===== config.mk =====
export PLATFORM = sky130hd
export DESIGN_NAME = f1_start_ctrl_flat
export DESIGN_NICKNAME = d
export VERILOG_FILES = /design/src/rtl/f1_start_ctrl_pkg.sv /design/src/rtl/f1_start_ctrl_if.sv /design/src/rtl/f1_start_ctrl_lfsr.sv /design/src/rtl/f1_start_ctrl.sv /design/src/flat_wrapper.sv
export SDC_FILE = /design/constraint.sdc
export NUM_CORES = 1
export LEC_CHECK = 0
export CAP_MARGIN = 20
export CORE_MARGIN = 1
export CORE_UTILIZATION = 56
export CTS_CLUSTER_SIZE = 25
export DETAILED_ROUTE_END_ITERATION = 10
export DONT_BUFFER_PORTS = 1
export PLACE_DENSITY = 0.73
export RECOVER_POWER = 50
export SYNTH_ARGS = -nofsm -noshare
export SYNTH_HDL_FRONTEND = slang
export SYNTH_SLANG_ARGS = --single-unit

===== constraint.sdc =====
create_clock -name clk -period 1.63 [get_ports clk]
set_input_delay 0.326 -clock clk [delete_from_list [all_inputs] [get_ports clk]]
set_output_delay 0.326 -clock clk [all_outputs]
set_load 0.02 [all_outputs]

===== src/rtl/f1_start_ctrl_pkg.sv =====
// Shared types and constants for the F1 start-light sequencer and its LFSR.
package f1_pkg;

    typedef enum logic [1:0] {
        IDLE   = 2'd0,
        LIGHTS = 2'd1,
        HOLD   = 2'd2
    } state_t;

    localparam int                LFSR_W    = 7;
    localparam logic [LFSR_W-1:0] LFSR_SEED = 7'h01;

    // x^7 + x^3 + 1, maximal length (127); the all-zero state is unreachable from the seed.
    function automatic logic [LFSR_W-1:0] lfsr_next(input logic [LFSR_W-1:0] cur);
        return {cur[5:0], cur[6] ^ cur[2]};
    endfunction

endpackage


===== src/rtl/f1_start_ctrl_if.sv =====
// Control/status bundle between the start-light sequencer and its surroundings.
interface f1_start_ctrl_if
    import f1_pkg::*;
#(
    parameter int N_LIGHTS = 8
) ();

    logic                trigger;
    logic                abort;
    logic [N_LIGHTS-1:0] lights;
    logic                busy;
    logic                go;
    logic [LFSR_W-1:0]   delay_val;

    modport master (
        output trigger,
        output abort,
        input  lights,
        input  busy,
        input  go,
        input  delay_val
    );

    modport slave (
        input  trigger,
        input  abort,
        output lights,
        output busy,
        output go,
        output delay_val
    );

endinterface


===== src/rtl/f1_start_ctrl_lfsr.sv =====
// Free-running 7-bit Fibonacci LFSR used as the random hold-time source.
module rand_lfsr7
    import f1_pkg::*;
(
    input  logic              clk,
    input  logic              rst_n,
    input  logic              en,
    output logic [LFSR_W-1:0] q
);

    // Shift register state; advances one step per enabled clock edge.
    always_ff @(posedge clk or negedge rst_n) begin
        if (!rst_n) begin
            q <= LFSR_SEED;
        end else if (en) begin
            q <= lfsr_next(q);
        end else begin
            q <= q;
        end
    end

endmodule


===== src/rtl/f1_start_ctrl.sv =====
// Start-light sequencer: lights lamps one per tick, holds for a random number
// of ticks, then blanks the lamps and pulses go for one cycle.
module f1_start_ctrl
    import f1_pkg::*;
#(
    parameter int TICK_DIV = 48,
    parameter int N_LIGHTS = 8
) (
    input logic            clk,
    input logic            rst_n,
    f1_start_ctrl_if.slave bus
);

    localparam int TW = (TICK_DIV > 1) ? $clog2(TICK_DIV) : 1;

    state_t              state_r;
    logic [TW-1:0]       tick_cnt_r;
    logic [LFSR_W-1:0]   delay_cnt_r;
    logic [N_LIGHTS-1:0] lights_r;
    logic                busy_r;
    logic                go_r;
    logic [LFSR_W-1:0]   delay_val_r;

    logic [LFSR_W-1:0]   lfsr_q_s;
    logic                tick_s;
    logic [N_LIGHTS-1:0] lights_shift_s;

    rand_lfsr7 u_lfsr (
        .clk   (clk),
        .rst_n (rst_n),
        .en    (1'b1),
        .q     (lfsr_q_s)
    );

    assign tick_s         = (tick_cnt_r == TW'(TICK_DIV - 1));
    // Thermometer fill from bit 0; the top bit of the shifted result marks the last lamp.
    assign lights_shift_s = N_LIGHTS'({lights_r, 1'b1});

    // Sequencer FSM with tick divider, hold counter and all registered outputs.
    always_ff @(posedge clk or negedge rst_n) begin
        if (!rst_n) begin
            state_r     <= IDLE;
            tick_cnt_r  <= '0;
            delay_cnt_r <= 7'd0;
            lights_r    <= '0;
            busy_r      <= 1'b0;
            go_r        <= 1'b0;
            delay_val_r <= 7'd0;
        end else if (bus.abort) begin
            state_r    <= IDLE;
            tick_cnt_r <= '0;
            lights_r   <= '0;
            busy_r     <= 1'b0;
            go_r       <= 1'b0;
        end else begin
            go_r <= 1'b0;
            case (state_r)
                IDLE: begin
                    lights_r   <= '0;
                    tick_cnt_r <= '0;
                    // busy stays up through the go cycle and drops here unless restarted
                    if (bus.trigger) begin
                        state_r <= LIGHTS;
                        busy_r  <= 1'b1;
                    end else begin
                        busy_r  <= 1'b0;
                    end
                end
                LIGHTS: begin
                    busy_r <= 1'b1;
                    if (tick_s) begin
                        tick_cnt_r <= '0;
                        lights_r   <= lights_shift_s;
                        if (lights_shift_s[N_LIGHTS-1]) begin
                            state_r     <= HOLD;
                            delay_cnt_r <= lfsr_q_s;
                            delay_val_r <= lfsr_q_s;
                        end else begin
                            state_r <= LIGHTS;
                        end
                    end else begin
                        tick_cnt_r <= tick_cnt_r + TW'(1);
                    end
                end
                HOLD: begin
                    busy_r <= 1'b1;
                    if (tick_s) begin
                        tick_cnt_r <= '0;
                        if (delay_cnt_r == 7'd1) begin
                            lights_r <= '0;
                            go_r     <= 1'b1;
                            state_r  <= IDLE;
                        end else begin
                            delay_cnt_r <= delay_cnt_r - 7'd1;
                        end
                    end else begin
                        tick_cnt_r <= tick_cnt_r + TW'(1);
                    end
                end
                default: begin
                    state_r    <= IDLE;
                    tick_cnt_r <= '0;
                    lights_r   <= '0;
                    busy_r     <= 1'b0;
                end
            endcase
        end
    end

    assign bus.lights    = lights_r;
    assign bus.busy      = busy_r;
    assign bus.go        = go_r;
    assign bus.delay_val = delay_val_r;

endmodule


===== src/flat_wrapper.sv =====
// flat-port wrapper written by rule: the top's interface ports become plain ports
module f1_start_ctrl_flat import f1_pkg::*;
#(
    parameter int TICK_DIV = 48,
    parameter int N_LIGHTS = 8
)
  (clk, rst_n, bus_trigger, bus_abort, bus_lights, bus_busy, bus_go, bus_delay_val);
  f1_start_ctrl_if #(.N_LIGHTS(N_LIGHTS)) bus_i ();
  input logic clk;
  input logic rst_n;
  input wire logic [$bits(bus_i.trigger)-1:0] bus_trigger;
  input wire logic [$bits(bus_i.abort)-1:0] bus_abort;
  output wire logic [$bits(bus_i.lights)-1:0] bus_lights;
  output wire logic [$bits(bus_i.busy)-1:0] bus_busy;
  output wire logic [$bits(bus_i.go)-1:0] bus_go;
  output wire logic [$bits(bus_i.delay_val)-1:0] bus_delay_val;
  assign bus_i.trigger = bus_trigger;
  assign bus_i.abort = bus_abort;
  assign bus_lights = bus_i.lights;
  assign bus_busy = bus_i.busy;
  assign bus_go = bus_i.go;
  assign bus_delay_val = bus_i.delay_val;
  f1_start_ctrl #(.TICK_DIV(TICK_DIV), .N_LIGHTS(N_LIGHTS)) u_core (.clk(clk), .rst_n(rst_n), .bus(bus_i));
endmodule

Word level (Yosys, flattened, before mapping)

Index checks and enable logic that the tools add are counted.

Add/sub/neg operators: 2
Equal/unequal tests: 12
Muxes and demuxes: 27
Bitwise logic cells: 2
Reductions and logical operators: 7

Operators by type and width:

| cell                                                               | count |
|---|---|
| 8-bit 2-to-1 mux                                                   | 4 |
| 7-bit 2-to-1 mux                                                   | 4 |
| 6-bit 2-to-1 mux                                                   | 3 |
| 8-bit one-hot mux with 2 select lines                              | 1 |
| 7-bit one-hot mux with 2 select lines                              | 1 |
| 2-bit 2-to-1 mux                                                   | 6 |
| 3-bit by 2-bit != test with 1-bit output, second input constant    | 3 |
| 4-bit AND reduction                                                | 2 |
| 7-bit by 1-bit == test with 1-bit output, second input constant    | 1 |
| 7-bit by 1-bit subtractor with 7-bit output, second input constant | 1 |
| 6-bit by 1-bit adder with 6-bit output, second input constant      | 1 |
| 6-bit == test, second input constant                               | 1 |
| 1-bit 2-to-1 mux                                                   | 6 |
| 2-bit by 1-bit != test with 1-bit output, second input constant    | 3 |
| 2-bit one-hot mux with 3 select lines                              | 1 |
| 6-bit AND reduction                                                | 1 |
| 3-bit != test, second input constant                               | 1 |
| 3-bit AND reduction                                                | 1 |
| 2-bit by 1-bit == test with 1-bit output, second input constant    | 1 |
| 2-bit == test, second input constant                               | 1 |
| 2-bit logical NOT                                                  | 1 |
| 2-bit != test, second input constant                               | 1 |
| 1-bit one-hot mux with 2 select lines                              | 1 |
| 2-bit nonzero test                                                 | 1 |
| 3 further kinds                                                    | 3 |

Bits in registers: 39
Output and inout port bits: 17
Word-level logic and storage cells: 58

Depth between registers and ports, before layout

Gate-level depths: netlist of the first run.

Depth in word-level cells: 5
Depth in mapped cells: 7
Depth with buffers taken out: 6

Cells and area by module

Synthesis of the first run repeated with hierarchy kept, for this count alone.

Cell total of the unflattened synthesis: 176
Area total of the unflattened synthesis: 2068.2 µm²

By module, submodules not included:

| module        | times used | cells an instance | area an instance (µm²) |
|---|---|---|---|
| f1_start_ctrl | 1          | 159               | 1773.0 |
| rand_lfsr7    | 1          | 17                | 295.3 |

Worst setup path after synthesis of the first run

No wires, ideal clock.

Path kind: reg-to-reg
From: register u_core.state_r[0]
To: register u_core.delay_cnt_r[2]
Arrival: 1.616 ns
Slack: -0.110 ns
Cell stages (with the launch flop): 7
Clock period less this slack: 1.740 ns
Path through: dfrtp_1 > inv_1 > ha_1 > and4bb_2 > a21oi_2 > nor2_1 > a211o_1

Word-level cells in the longest chain between the ends: 3

Ends and longest elaborated chain:

| what                                                                                    | line                | text |
|---|---|---|
| start: declaration                                                                      | f1_start_ctrl.sv:16 | `state_t state_r;` |
| start signal: assignment                                                                | f1_start_ctrl.sv:42 | `state_r <= IDLE;` |
| start signal: assignment                                                                | f1_start_ctrl.sv:50 | `state_r <= IDLE;` |
| start signal: assignment                                                                | f1_start_ctrl.sv:63 | `state_r <= LIGHTS;` |
| 2-bit == test / 2-bit by 1-bit == test with 1-bit output (equally long branches)        | f1_start_ctrl.sv:57 | `case (state_r)` |
| 2-bit by 1-bit != test with 1-bit output (no source line), or another cell as far along | -                   |  |
| 6-bit AND reduction (no source line)                                                    | -                   |  |
| end signal: assignment                                                                  | f1_start_ctrl.sv:76 | `delay_cnt_r <= lfsr_q_s;` |
| end signal: assignment                                                                  | f1_start_ctrl.sv:94 | `delay_cnt_r <= delay_cnt_r - 7'd1;` |
| end: declaration                                                                        | f1_start_ctrl.sv:18 | `logic [LFSR_W-1:0] delay_cnt_r;` |

Several ways; a longest one is shown, not always the timed one.
A chain may end at the register's enable or synchronous reset.

Worst setup path in the final report of the first run

From: register u_core.delay_cnt_r[5]
To: register u_core.state_r[1]

Word-level cells in the longest chain between the ends: 3

Ends and longest elaborated chain:

| what                                                      | line                 | text |
|---|---|---|
| 7-bit by 1-bit == test with 1-bit output                  | f1_start_ctrl.sv:89  | `if (delay_cnt_r == 7'd1) begin` |
| 3-bit by 2-bit != test with 1-bit output (no source line) | -                    |  |
| 4-bit AND reduction (no source line)                      | -                    |  |
| end signal: assignment                                    | f1_start_ctrl.sv:79  | `state_r <= LIGHTS;` |
| end signal: assignment                                    | f1_start_ctrl.sv:92  | `state_r <= IDLE;` |
| end signal: assignment                                    | f1_start_ctrl.sv:101 | `state_r <= IDLE;` |

Every way passes these cells.

==> flow_summary.yaml, run 1 <==
die:
  core-area_um2: 3130
  die_area_um2: 3610
  io_pins: 21
  start_util_pct: 60.4
  core.rowCount: 20
  die_height_um: 60.1
  die_x_um: 60.1
cells_and_area:
  nets: 212
  area_delta_synth_final_pct: 26.5
  final_cell_area_um2: 2390
  layout-drive-gt1-share_pct: 35.6
  final_cell_count_no_fill: 246
  antenna_cells: 0
  fillers: 213
setup_path:
  path_max_fanout: 4
  path_class: "reg -> reg"
  startpoint_type: "flop"
  crit_required_ns: 1.89
  r2r_setup_slack_ns: -0.19
  critPathCaptureType: "flop"
  cp_data_arrival_time_ns: 2.08
status:
  failed_checks: "negative setup slack"
  status: "finished, violations left"
cts:
  cts_htree_levels: 2
  clk_latency_ns: 0.35
  cts_tree: "built"
  cts_sinks: 39
  numCtsBuffers: 5
  clockBufferDepth: 2
  cts_root_buf: "clkbuf_4"
  clk_pin_slew_worst_paths_ns: 0.12
synthesis:
  post-synth-top-area-cell: "dfrtp_1"
  synth_nets: 177
  yosysTopAreaCellShare_pct: 50.4
  synth-seq-area-share_pct: 51.8
  synth_area_leaders: "dfrtp_1 50%, ha_1 4.6%, mux2_2 4.2%"
  ys_ff_latch: 39
  netlist_area_um2: 1890
  synth_edf_count: 0
  ys.flop_type: "dfrtp_1"
  netlist_instances: 166
  ys_types: 46
  syn_area_per_cell_um2: 11.4
  async_reset_ff_share_pct: 100
  synth_warnings: 0
run:
  maxCapViolations: 0
global_routing:
  grt_antenna_before_repair: 0
  grt_pass1_wl_mm: 6.94
  grt.total_usage_pct: 27.5
  grt_overflow: 0
  grt_max_degree: 40
  grt_pass1_vias: 1485
placement:
  place_area_um2: 2150
  place_inst: 232
  numPortBuffers: 0
  gp_congestion: 0.952
  hpwl_mm: 2.92
  pre_cts_slack_ns: -0.177
sta:
  timing.setup.tns_ns: -2.55
  finalSetupViolCount: 24
  rsz0062_at_grt: "true"
  final_hold_viol_count: 0
  relSlewSlack_pct: 39.7
  slew_violations: 0
  tightest_slew_ns: 0.904
  setup_slack_ns: -0.193
  timing.fmax_mhz: 549
  skew_ns: 0.0106
  finalCriticalPeriod_ns: 1.82
  period_share_pct: 112
pwr:
  vdd_drop_max_mv: 0.748
  p_total_mw: 2.69
  power.leakage_nw: 1.14
  power.density_nw_per_um2: 1130
route:
  drt-met1-wl_mm: 1.79
  drcViolationCount: 0
  wirelength_mm: 4.27
  via_count: 1446
  drtAntennaViolNets: 0
  vias_per_cell: 5.88
  dr.pass1.iters: 4
  wl_per_cell_um: 17.3
  dr.max_layer_used: "met4"
  dr_wl_met3_um: 223
  drt_first_iter_violations: 74
  wl_met2_mm: 2.19
min_path:
  worstHoldPathType: "in -> reg"
==> power by group <==
group / switching (mW) / internal [mW] / leakage (nW) / total [mW]
logic: 0.446 / 0.451 / 0.560 / 0.897
clock network: 0.345 / 0.331 / 0.0458 / 0.676
registers: 0.0684 / 1.05 / 0.529 / 1.12
==> metal layers <==
metal  up-vias  global-route usage (%)
li1        688                       -
met1       706                    35.8
met2        44                    43.2
met3         8                    6.49
met4         0                    13.3
met5         -                       0
==> layout make-up <==
type | instances | area, um^2 | share of cell area (%)
Clock inverter | 3 | 47.5 | 1.99
Timing Repair Buffer | 32 | 273 | 11.4
Inverter | 8 | 30.0 | 1.26
Tap cell | 44 | 55.1 | 2.30
Sequential cell | 39 | 977 | 40.9
Multi-Input combinational cell | 115 | 968 | 40.5
Clock buffer | 5 | 37.5 | 1.57
==> repair_timing <==
action	in CTS	in global routing
resized for setup	14	8
buffers inserted	3	1
hold buffers	2	0
hold endpoints to repair	39	0
pin swaps	5	4
setup endpoints to repair	24	24
==> critical path, cell delays in order, from the launching register on <==
cell and delay (ns):
dfrtp_1 0.43, or4_4 0.60, o41ai_4 0.31, a311oi_1 0.15, a31o_2 0.24
==> path summary, 6_finish.rpt <==
path	start	endpoint	cells past startpoint
max	u_core.delay_cnt_r[5]	u_core.state_r[1]	4
min	bus_abort	u_core.bus.busy	1
max reg2reg	u_core.delay_cnt_r[5]	u_core.state_r[1]	4
min reg2reg	u_core.u_lfsr.q[5]	u_core.u_lfsr.q[6]	0
max in group asynchronous	rst_n	u_core.state_r[0]	2
min in group asynchronous	rst_n	u_core.tick_cnt_r[5]	2
==> cell usage after synthesis, types with 2 or more instances <==
| library cell | count |
|---|---|
| a211oi_1 | 5 |
| a21o_1 | 2 |
| a21oi_1 | 5 |
| a21oi_2 | 2 |
| a22o_1 | 7 |
| a2bb2oi_1 | 2 |
| and3_1 | 3 |
| and4_1 | 2 |
| clkbuf_1 | 2 |
| dfrtp_1 | 38 |
| ha_1 | 7 |
| inv_1 | 8 |
| mux2_2 | 7 |
| nand2_1 | 4 |
| nand2b_1 | 4 |
| nand3_1 | 5 |
| nand4_1 | 2 |
| nor2_1 | 14 |
| nor2b_1 | 4 |
| nor3_1 | 8 |
| nor3b_1 | 2 |
| nor4_1 | 2 |
| o21ai_0 | 3 |
| o2bb2ai_1 | 2 |
| o32ai_1 | 2 |
| xnor2_1 | 2 |
| xor2_1 | 3 |
==> sequential cells by signal, indices dropped and copies added, names as in the netlist <==
signal                count
u_core.bus.busy           1
u_core.delay_cnt_r        7
u_core.bus.delay_val      7
u_core.tick_cnt_r         6
u_core.bus.lights         8
u_core.u_lfsr.q           7
u_core.state_r            2
u_core.bus.go             1
==> kinds of logic (layout without fill, tap and decap cells) <==
| logic type | after synthesis | count (layout) | share of synthesized area [%] |
|---|---|---|---|
| AO/OA/AOI/OAI | 38 | 38 | 16.9 |
| XOR/XNOR | 5 | 5 | 2.32 |
| adder cells (fa/ha/maj) | 7 | 7 | 4.64 |
| buffers and inverters | 12 | 48 | 2.65 |
| flip-flops | 39 | 39 | 51.8 |
| multiplexers | 8 | 8 | 4.71 |
| AND/OR/NAND/NOR | 57 | 57 | 17.0 |
==> cell usage in the layout, fill, tap and decap left out, drive strengths merged, types with 3 or more instances in the layout <==
master / n
inv: 9
a22o: 7
ha: 7
xor2: 3
mux2: 7
and3: 3
nor2b: 4
dfrtp: 38
a211oi: 5
nor2: 14
nand2b: 4
a21oi: 7
clkbuf: 6
buf: 30
nand3: 5
o21ai: 3
nand2: 4
nor3: 9
==> metrics by stage <==
stage               hold slack [ns]  utilization (%)
finish                       0.0275             76.4
global route                0.00933             76.4
CTS                          0.0100             75.4
detailed placement           0.0313             68.7
global placement             0.0313             68.7
floorplan                    0.0304                -
Note: power is estimated with default switching activity, not from simulation.
==> run 2, diff against run 1 <==
TNS_END_PERCENT = 50   (was default)
==> flow_summary.yaml, run 2 (same netlist as run 1, synthesis figures left out) <==
cells_and_area:
  register_area_um2: 977
  multi_input_area_um2: 1050
  layout-drive-gt1-share_pct: 42.6
  fillers: 171
  nets: 219
  final_common_cell: "dfrtp_1"
  largest_reg_flops: 8
  final_cell_area_um2: 2510
  antenna_cells: 0
  layout_common_cells: "38 x dfrtp_1, 31 x buf_4, 14 x nor2_1"
  area_delta_synth_final_pct: 33.1
sta:
  timing.fmax_mhz: 544
  tightest_slew_ns: 0.922
  final_hold_viol_count: 0
  setup_slack_ns: -0.209
  rsz0062_at_grt: "true"
  finalSetupViolCount: 17
  skew_ns: 0.0225
  finalCriticalPeriod_ns: 1.84
  relSlewSlack_pct: 38.6
  period_share_pct: 113
  slew_violations: 0
route:
  drtAntennaViolNets: 0
  drt-met1-wl_mm: 2.09
  drt_first_iter_violations: 72
  dr.max_layer_used: "met4"
  wl_met2_mm: 2.39
  dr_wl_met3_um: 251
  via_count: 1528
  dr.pass1.iters: 4
  wirelength_mm: 4.83
  vias_per_cell: 6.04
  drcViolationCount: 0
  wl_per_cell_um: 19.1
placement:
  hpwl_mm: 2.88
  pre_cts_slack_ns: -0.224
  place_area_um2: 2160
  gp_congestion: 0.952
  numPortBuffers: 0
status:
  status: "finished, violations left"
  failed_checks: "negative setup slack"
cts:
  cts_tree: "built"
  cts_htree_levels: 2
  clk_pin_slew_worst_paths_ns: 0.14
  clockBufferDepth: 2
  cts_sinks: 39
  numCtsBuffers: 5
  cts_root_buf: "clkbuf_4"
  clk_latency_ns: 0.38
die:
  die_x_um: 60.1
  io_pins: 21
  die_height_um: 60.1
  die_area_um2: 3610
  core.rowCount: 20
  start_util_pct: 60.4
  core-area_um2: 3130
pwr:
  power.leakage_nw: 1.16
  power.density_nw_per_um2: 1140
  vdd_drop_max_mv: 0.947
setup_path:
  critPathSlowestCell: "or4_4"
  slowest_delay_ns: 0.61
  worst-r2r-cell-count: 4
  path_class: "reg -> reg"
  rr_startpoint: "u_core.delay_cnt_r[5]"
  crit_required_ns: 1.89
  r2r_setup_slack_ns: -0.21
  path_cells: "or4_4, o41ai_4, a21oi_2, a22o_1"
  startpoint_type: "flop"
  cp_data_arrival_time_ns: 2.10
  worstReg2RegEnd: "u_core.bus.lights[1]"
  path_max_fanout: 9
  critPathCaptureType: "flop"
global_routing:
  grt.total_usage_pct: 27.3
  grt_overflow: 0
  grt_pass1_vias: 1484
  grt_max_degree: 40
  grt_antenna_before_repair: 0
  grt_pass1_wl_mm: 7.00
min_path:
  hp-start: "bus_abort"
  worstHoldPathType: "in -> reg"
  whs_path_depth: 1
  holdPathEnd: "u_core.bus.busy"
run:
  maxCapViolations: 0
## run 2: changes by cell type in the layout (fill, tap and decap cells not counted), moves of 2 or more
cell | previous run | this run
nand2b_2 | 0 | 2
buf_6 | 2 | 4
nand2b_1 | 4 | 2
buf_4 | 26 | 31
a211oi_2 | 1 | 4
a211oi_1 | 4 | 1
## run 2: worst max-delay path, delay by kind of cell (launching register included)
kind / cells / cell delay (ns)
AOI/OAI and AO/OA: 3 / 0.67
and+or+nand+nor: 1 / 0.61
DFF: 1 / 0.44
## run 2: cell type report
cell class                 instances  area share [%]
multi-input combinational        116            41.7
sequential                        39            38.9
timing repair buffer              38            12.5
tap                               44            2.19
clock buffer                       6            2.04
clock inverter                     2            1.54
inverter                           8            1.20
## run 2: worst max path at each step
stage	startpoint	end	slack, ns	cells past startpoint
floorplan	u_core.delay_cnt_r[2]	u_core.bus.lights[6]	-0.05	4
global placement	u_core.tick_cnt_r[0]	u_core.delay_cnt_r[2]	-0.12	7
detailed placement	u_core.tick_cnt_r[1]	u_core.delay_cnt_r[2]	-0.22	7
CTS	u_core.delay_cnt_r[5]	u_core.bus.lights[1]	-0.15	4
global route	u_core.delay_cnt_r[5]	u_core.bus.lights[5]	-0.26	4
finish	u_core.delay_cnt_r[5]	u_core.bus.lights[1]	-0.21	4
## run 2: report_power, final
part | internal (mW) | total [mW] | switching [mW] | leakage (nW)
Clock | 0.370 | 0.721 | 0.351 | 0.0489
Combinational | 0.515 | 1.02 | 0.505 | 0.584
Sequential | 1.05 | 1.13 | 0.0768 | 0.529
## run 2: per-stage QoR
stage | hold slack [ns] | setup TNS [ns] | total power, mW | util, % | cells
2_1_floorplan | 0.0304 | -0.489 | 1.54 | - | 166
3_3_place_gp | 0.0313 | -1.76 | 1.81 | 68.9 | 233
3_5_place_dp | 0.0313 | -2.89 | 1.84 | 68.9 | 233
4_1_cts | 0.0255 | -1.79 | 2.69 | 77.1 | 249
5_1_grt | 0.00613 | -3.68 | 2.98 | 80.3 | 253
6_report | 0.0202 | -2.66 | 2.87 | 80.3 | 253
## run 2: timing repair
| action | in CTS | in global routing |
|---|---|---|
| gates resized for setup | 18 | 21 |
| pin swaps | 2 | 10 |
| setup buffers | 5 | 5 |
| hold buffers | 2 | 0 |
| setup endpoints to repair | 24 | 24 |
| hold endpoints to repair | 39 | 0 |
| gates cloned | 1 | 0 |
## run 2: routing by layer
layer	vias up	track usage [%]
met3	10	8.01
met1	758	36.0
met4	0	12.6
li1	707	-
met2	53	41.6
met5	-	0
==> run 3, diff against run 2 <==
CORE_ASPECT_RATIO = 0.6   (was default)
==> flow_summary.yaml, run 3 (same netlist as run 1, synthesis figures left out) <==
sta:
  tightest_slew_ns: 0.948
  final_hold_viol_count: 0
  slew_violations: 0
  skew_ns: 0.00968
  setup_slack_ns: -0.217
  rsz0062_at_grt: "true"
  period_share_pct: 113
  timing.fmax_mhz: 542
  finalSetupViolCount: 17
  hold_ws_ns: 0.0958
  relSlewSlack_pct: 36.8
  finalCriticalPeriod_ns: 1.85
cells_and_area:
  fillers: 159
  largest_reg_flops: 8
  final_util_pct: 84.0
  layout-drive-gt1-share_pct: 41.3
  layout_common_cells: "38 x buf_4, 38 x dfrtp_1, 14 x nor2_1"
  register_area_um2: 977
  nets: 223
  antenna_cells: 0
  multi_input_area_um2: 1050
  area_delta_synth_final_pct: 35.3
setup_path:
  path_max_fanout: 9
  critPathCaptureType: "flop"
  cp_data_arrival_time_ns: 2.03
  path_cells: "or4_4, o41ai_4, a21oi_4, a22o_1"
  startpoint_type: "flop"
  critPathSlowestCell: "or4_4"
  path_class: "reg -> reg"
  slowest_delay_ns: 0.62
  crit_required_ns: 1.81
global_routing:
  grt_overflow: 0
  grt_pass1_wl_mm: 7.89
  grt_antenna_before_repair: 0
  grt.total_usage_pct: 30.6
  grt_max_degree: 40
  grt_pass1_vias: 1572
route:
  drtAntennaViolNets: 0
  via_count: 1675
  vias_per_cell: 6.57
  dr.pass1.iters: 5
  drcViolationCount: 0
  wirelength_mm: 5.46
  wl_per_cell_um: 21.4
  drt_first_iter_violations: 178
die:
  die_area_um2: 3620
  core.rowCount: 15
  io_pins: 21
  core-area_um2: 3040
  die_x_um: 77.0
  die_height_um: 47.0
  start_util_pct: 62.1
status:
  failed_checks: "negative setup slack"
  status: "finished, violations left"
cts:
  cts_sinks: 39
  clk_latency_ns: 0.30
  cts_root_buf: "clkbuf_8"
  cts_tree: "built"
  numCtsBuffers: 5
  clockBufferDepth: 2
  cts_htree_levels: 2
  clk_pin_slew_worst_paths_ns: 0.08
pwr:
  switchingPower_uw: 977
  internal-power_mw: 2.04
  swShare_pct: 32.4
  pwr-share-seq_pct: 38.0
  vdd_drop_max_mv: 0.616
  power.leakage_nw: 1.18
  power.density_nw_per_um2: 1180
  pwr-share-comb_pct: 35.4
  power_frac_clock_pct: 26.6
placement:
  numPortBuffers: 0
  gp_congestion: 0.880
  pre_cts_slack_ns: -0.192
  hpwl_mm: 3.17
run:
  maxCapViolations: 0
min_path:
  worstHoldPathType: "in -> reg"
-- run 3: changes by cell type in the layout (fill, tap and decap cells not counted), moves of 2 or more --
cell      previous run  this run
clkbuf_4             5         0
nand2b_2             2         0
nand2b_1             2         4
buf_4               31        38
a211oi_1             1         3
a211oi_2             4         1
clkbuf_8             1         5
clkbuf_1             0         2
-- run 3: power groups by stage --
stage                     registers (mW)  clock network [mW]  logic (mW)
after floorplan                     1.15                   0       0.388
after global routing                1.15               0.836        1.13
final                               1.15               0.803        1.07
after CTS                           1.13               0.792       0.925
after detailed placement            1.15                   0       0.767
after global placement              1.14                   0       0.734
-- run 3: what timing repair did --
item | 4_1_cts | 5_1_grt
setup buffers | 5 | 4
hold buffers | 2 | 0
endpoints found under the hold margin | 39 | 0
endpoints found under the setup margin | 24 | 28
gates resized for setup | 19 | 19
pin swaps | 5 | 8
-- run 3: final timing paths --
kind                                            to             startpoint  slack, ns  cells past startpoint
min                                u_core.bus.busy              bus_abort        0.1                      1
max in group asynchronous  u_core.bus.delay_val[2]                  rst_n       0.31                      2
min in group asynchronous    u_core.delay_cnt_r[4]                  rst_n       0.74                      2
min reg2reg                     u_core.u_lfsr.q[2]     u_core.u_lfsr.q[1]       0.41                      0
max                           u_core.bus.lights[6]  u_core.delay_cnt_r[5]      -0.22                      4
max reg2reg                   u_core.bus.lights[6]  u_core.delay_cnt_r[5]      -0.22                      4
-- run 3: final cells by class --
type | instances | area share [%]
multi-input combinational | 115 | 41.3
sequential | 39 | 38.3
timing repair buffer | 43 | 13.1
clock buffer | 7 | 2.99
tap | 42 | 2.06
clock inverter | 1 | 1.18
inverter | 8 | 1.18
-- run 3: per-layer routing --
metal	GRT usage, %	share of wire [%]
met5	0	0
met2	48.6	44
met4	15.0	2.8
met3	8.35	9.4
met1	40.4	44
-- run 3: worst max-delay path, delay by kind of cell (launching register included) --
kind	cells	cell delay [ns]
simple gates	1	0.62
compound gates	3	0.69
flops	1	0.41
-- run 3: stage by stage --
step | area [um^2] | setup TNS [ns] | total power, mW | instances
3_3_place_gp | 2180 | -2.01 | 1.87 | 236
4_1_cts | 2440 | -2.22 | 2.85 | 251
2_1_floorplan | 1910 | -0.489 | 1.54 | 166
3_5_place_dp | 2180 | -3.14 | 1.91 | 236
5_1_grt | 2550 | -3.97 | 3.12 | 255
6_report | 2550 | -3.28 | 3.02 | 255
